--- config.mk ---
export PLATFORM = sky130hd
export DESIGN_NAME = demux_1_to_2_buf
export DESIGN_NICKNAME = d
export VERILOG_FILES = /design/src/rtl/demux_1_to_2_buf.sv
export SDC_FILE = /design/constraint.sdc
export NUM_CORES = 1
export LEC_CHECK = 0
export BUFFER_PORTS_ARGS = -buffer_cell sky130_fd_sc_hd__buf_4
export CAP_MARGIN = 20
export CORE_MARGIN = 1
export CORE_UTILIZATION = 51
export CTS_CLUSTER_DIAMETER = 50
export DETAILED_ROUTE_END_ITERATION = 10
export HOLD_SLACK_MARGIN = 0.06
export PLACE_DENSITY_LB_ADDON = 0.2
export RECOVER_POWER = 50
export SYNTH_ARGS = -nofsm -noshare
export SYNTH_HDL_FRONTEND = slang
export SYNTH_SLANG_ARGS = --single-unit
--- constraint.sdc ---
create_clock -name clk -period 1.5 [get_ports clk]
set_input_delay 0.3 -clock clk [delete_from_list [all_inputs] [get_ports clk]]
set_output_delay 0.3 -clock clk [all_outputs]
set_load 0.01 [all_outputs]
--- src/rtl/demux_1_to_2_buf.sv ---
// Buffered 1-to-2 demux: each output has its own 2-entry FIFO; words appear the cycle after acceptance.
// in_ready depends only on the registered occupancy of the selected FIFO, so there is no path from outX_ready.

module demux_fifo2 #(
  parameter int WIDTH = 32,
  parameter int CNT_W = 8
) (
  input  logic             clk,
  input  logic             rst_n,
  input  logic             push,
  input  logic [WIDTH-1:0] push_data,
  input  logic             ready,
  output logic             valid,
  output logic [WIDTH-1:0] data,
  output logic [CNT_W-1:0] cnt,
  output logic             full
);
  logic [1:0]       occ;
  logic [WIDTH-1:0] head;
  logic [WIDTH-1:0] tail;
  logic             pop;

  assign valid = (occ != 2'd0);
  assign full  = (occ == 2'd2);
  assign data  = head;
  assign pop   = valid & ready;

  always_ff @(posedge clk or negedge rst_n) begin
    if (!rst_n) begin
      occ  <= 2'd0;
      head <= '0;
      tail <= '0;
      cnt  <= '0;
    end else begin
      case (occ)
        2'd0: if (push) begin
          head <= push_data;
          occ  <= 2'd1;
        end
        2'd1: begin
          // Push and pop together: the incoming word becomes the new head.
          if (push && pop) begin
            head <= push_data;
          end else if (push) begin
            tail <= push_data;
            occ  <= 2'd2;
          end else if (pop) begin
            occ <= 2'd0;
          end
        end
        2'd2: if (pop) begin
          head <= tail;
          occ  <= 2'd1;
        end
        default: occ <= 2'd0;
      endcase
      if (pop) cnt <= cnt + CNT_W'(1);
    end
  end
endmodule

module demux_1_to_2_buf #(
  parameter int WIDTH = 32,
  parameter int CNT_W = 8
) (
  input  logic             clk,
  input  logic             rst_n,
  input  logic             in_valid,
  output logic             in_ready,
  input  logic [WIDTH-1:0] in_data,
  input  logic             sel,
  output logic             out0_valid,
  input  logic             out0_ready,
  output logic [WIDTH-1:0] out0_data,
  output logic [CNT_W-1:0] out0_cnt,
  output logic             out1_valid,
  input  logic             out1_ready,
  output logic [WIDTH-1:0] out1_data,
  output logic [CNT_W-1:0] out1_cnt
);
  logic full0;
  logic full1;
  logic accept;

  // A full FIFO refuses input even if its head pops this cycle: one bubble, no ready chain.
  assign in_ready = sel ? ~full1 : ~full0;
  assign accept   = in_valid & in_ready;

  demux_fifo2 #(.WIDTH(WIDTH), .CNT_W(CNT_W)) u_fifo0 (
    .clk       (clk),
    .rst_n     (rst_n),
    .push      (accept & ~sel),
    .push_data (in_data),
    .ready     (out0_ready),
    .valid     (out0_valid),
    .data      (out0_data),
    .cnt       (out0_cnt),
    .full      (full0)
  );

  demux_fifo2 #(.WIDTH(WIDTH), .CNT_W(CNT_W)) u_fifo1 (
    .clk       (clk),
    .rst_n     (rst_n),
    .push      (accept & sel),
    .push_data (in_data),
    .ready     (out1_ready),
    .valid     (out1_valid),
    .data      (out1_data),
    .cnt       (out1_cnt),
    .full      (full1)
  );
endmodule
==> metrics.yaml <==
outcome:
  status: "complete, but fails checks"
  violations: "setup timing"
setup_path:
  crit_path_top_delay_cell: "dfrtp_1"
  critPathRequiredTime_ns: 1.80
  critPathTopFamily: "multiplexers"
  path_cells: "nor2b_4 > buf_6 > buf_6 > buf_12 > mux2_4 > mux2_4"
  endpoint_kind: "flip-flop"
  path_depth: 6
  cp_slowest_stage_delay_ns: 0.43
  worstPathArrival_ns: 2.04
  r2r_end: "u_fifo0.data[22]"
  path_class: "reg -> reg"
  r2r_start: "u_fifo0.occ[1]"
  cp-start-kind: "flip-flop"
  reg2reg_setup_slack_ns: -0.24
  cp_num_buf_inv: 3
  rr_worst_depth: 6
  cp_max_fo: 6
timing:
  final_max_slew_viol_count: 0
  setup_viol: 131
  layout_min_cycle_time_ns: 1.74
  tightest_slew_ns: 1.02
  finClkSkew_ns: 0.00816
  fin_ws_ns: -0.238
  hold_violations: 0
  slew_headroom_pct: 32.3
  rsz0062_at_grt: "true"
  tns_ns: -17.75
  timing.final.crit_share_pct: 116
  fmax_ghz: 0.575
  holdWs_ns: 0.142
placement:
  port_buffers: 120
  place.gp.congestion: 0.757
  dpl.hpwl_um: 9330
drt:
  routed_wl_um: 16900
  drt-pass1-iter-count: 4
  wire_per_inst_um: 20.9
  ant_nets: 0
  route.detailed.drc: 0
  vias: 4290
  drt-vias-per-instance: 5.31
  first_iter_violations: 172
synthesis:
  netlist_area_um2: 6890
  syn_inst: 434
  yosys_warnings: 0
  synth_edf_count: 0
  synth-seq-cells: 148
  syn_avg_cell_area_um2: 15.9
  async_flop_share_pct: 100
  synth_ff_type: "dfrtp_1"
  synth_fp_nets: 474
  ys_seq_area_share_pct: 53.7
  synth_cell_types: 35
worst_hold_path:
  min_to: "u_fifo1.tail[27]"
  hold_depth: 2
  min_path_type: "in -> reg"
  hp-start: "in_data[27]"
die:
  core_um2: 13200
  ioPinCount: 121
  initial_core_util_pct: 52.3
  rows: 42
  die_x_um: 118
  die_area_um2: 14000
  die_y_um: 118
layout:
  drive_above_1_share_pct: 66.9
  nFillCells: 806
  num-nets-final: 659
  diodes: 0
  final_cell_mix: "160 x mux2_4, 146 x dfrtp_1, 130 x buf_4, 32 x mux2_2, 23 x clkbuf_16"
  utilization_pct: 74.7
  final_common_cell: "mux2_4"
  synthToLayoutAreaGrowth_pct: 43.0
global_routing:
  grt_pass1_vias: 4633
  grt_pass1_wl_um: 25300
  grt_max_degree: 38
  grt-ovfl-total: 0
  antenna_found_initial: 0
  grt_util_all_layers_pct: 24.0
clock_tree:
  tritoncts: "done"
  clock-sinks: 148
  clk_pin_slew_worst_paths_ns: 0.06
  root_buffer: "clkbuf_16"
  clock_latency_ns: 0.42
  cts_buffers: 17
  clock_path_buffers: 2
  htree_levels: 4
power:
  finalPower_uw: 15400
  power_density_nw_per_um2: 1560
  vdd_drop_max_v: 0.000892
  p_leak_uw: 0.00469
job:
  maxCapViolations: 0
## worst max path at each step
stage	startpoint	to
after floorplan	u_fifo1.occ[0]	u_fifo1.data[10]
after global placement	u_fifo1.occ[0]	u_fifo1.data[31]
after detailed placement	u_fifo1.occ[0]	u_fifo1.data[31]
after CTS	u_fifo1.occ[1]	in_ready
after global routing	u_fifo0.occ[1]	u_fifo0.data[22]
final	u_fifo0.occ[1]	u_fifo0.data[22]
## routing by layer
| layer | vias to the layer above | share of wire (%) | routed length (µm) | track usage, % |
|---|---|---|---|---|
| li1 | 1926 | - | - | - |
| met1 | 2245 | 43 | 7340 | 31.0 |
| met2 | 100 | 50 | 8500 | 38.8 |
| met3 | 19 | 4.6 | 776 | 6.42 |
| met4 | 0 | 1.7 | 292 | 8.33 |
| met5 | - | 0 | 0 | 0 |
## cell type report
type	count	area [µm²]	share of cell area, %
Tap cell	176	220	2.23
Clock inverter	8	120	1.22
Sequential cell	148	3710	37.6
Inverter	3	11.3	0.114
Clock buffer	24	512	5.19
Multi-Input combinational cell	263	3310	33.6
Timing Repair Buffer	186	1980	20.1
## worst register-to-register path, delay by kind of cell, from the launching register on
family	cells	cell delay, ns
muxes	2	0.58
DFF	1	0.43
buffers and inverters	3	0.40
and+or+nand+nor	1	0.21
## timing repair
item,CTS,global route
endpoints found under the hold margin,32,0
hold buffers,1,0
cloned,9,7
buffers inserted,22,1
pin swaps,3,1
setup endpoints to repair,98,138
resized for setup,77,20
## cells by family after synthesis
logic type / after synthesis / share of synthesized area (%)
muxes: 193 / 36.3
DFF: 148 / 53.7
and+or+nand+nor: 43 / 3.45
buffers and inverters: 23 / 2.99
xor gates and xnor gates: 16 / 2.03
AOI/OAI and AO/OA: 9 / 1.14
adders and majority gates: 2 / 0.363
## state kept, by name, summed over array words and instances (netlist names)
register / count
u_fifo0.cnt: 8
u_fifo0.tail: 32
u_fifo1.occ: 2
u_fifo0.occ: 2
u_fifo0.data: 32
u_fifo1.data: 32
u_fifo1.tail: 32
u_fifo1.cnt: 8
## where the power goes
| part | total, µW | leakage (µW) | switching (µW) | internal, µW |
|---|---|---|---|---|
| clock network | 4480 | 0.000308 | 1610 | 2880 |
| registers | 6330 | 0.00178 | 963 | 5360 |
| logic | 4610 | 0.00260 | 1590 | 3020 |
| total | 15400 | 0.00469 | 4160 | 11300 |
## cell usage after synthesis (all sizes together), types with 2 or more instances
cell type	n	share of area, %
xnor2	9	1.1
nor3	4	0.29
or2	2	0.18
nand4	2	0.18
o21ai	4	0.29
ha	2	0.36
buf	20	2.8
xor2	7	0.89
nor2	3	0.20
dfrtp	148	54
nand3	4	0.29
o21a	2	0.22
inv	3	0.16
nor4	2	0.18
nand2b	2	0.18
nand2	16	0.91
nor2b	4	0.51
mux2	192	36
## metrics by stage
stage / instance area [µm²] / worst slack, ns / cells
after floorplan: 7040 / -0.0739 / 434
after global placement: 8330 / -0.0958 / 739
after detailed placement: 8330 / -0.136 / 739
after CTS: 9650 / -0.215 / 802
after global routing: 9860 / -0.271 / 808
final: 9860 / -0.238 / 808
Note: power is estimated with default switching activity, not from simulation.
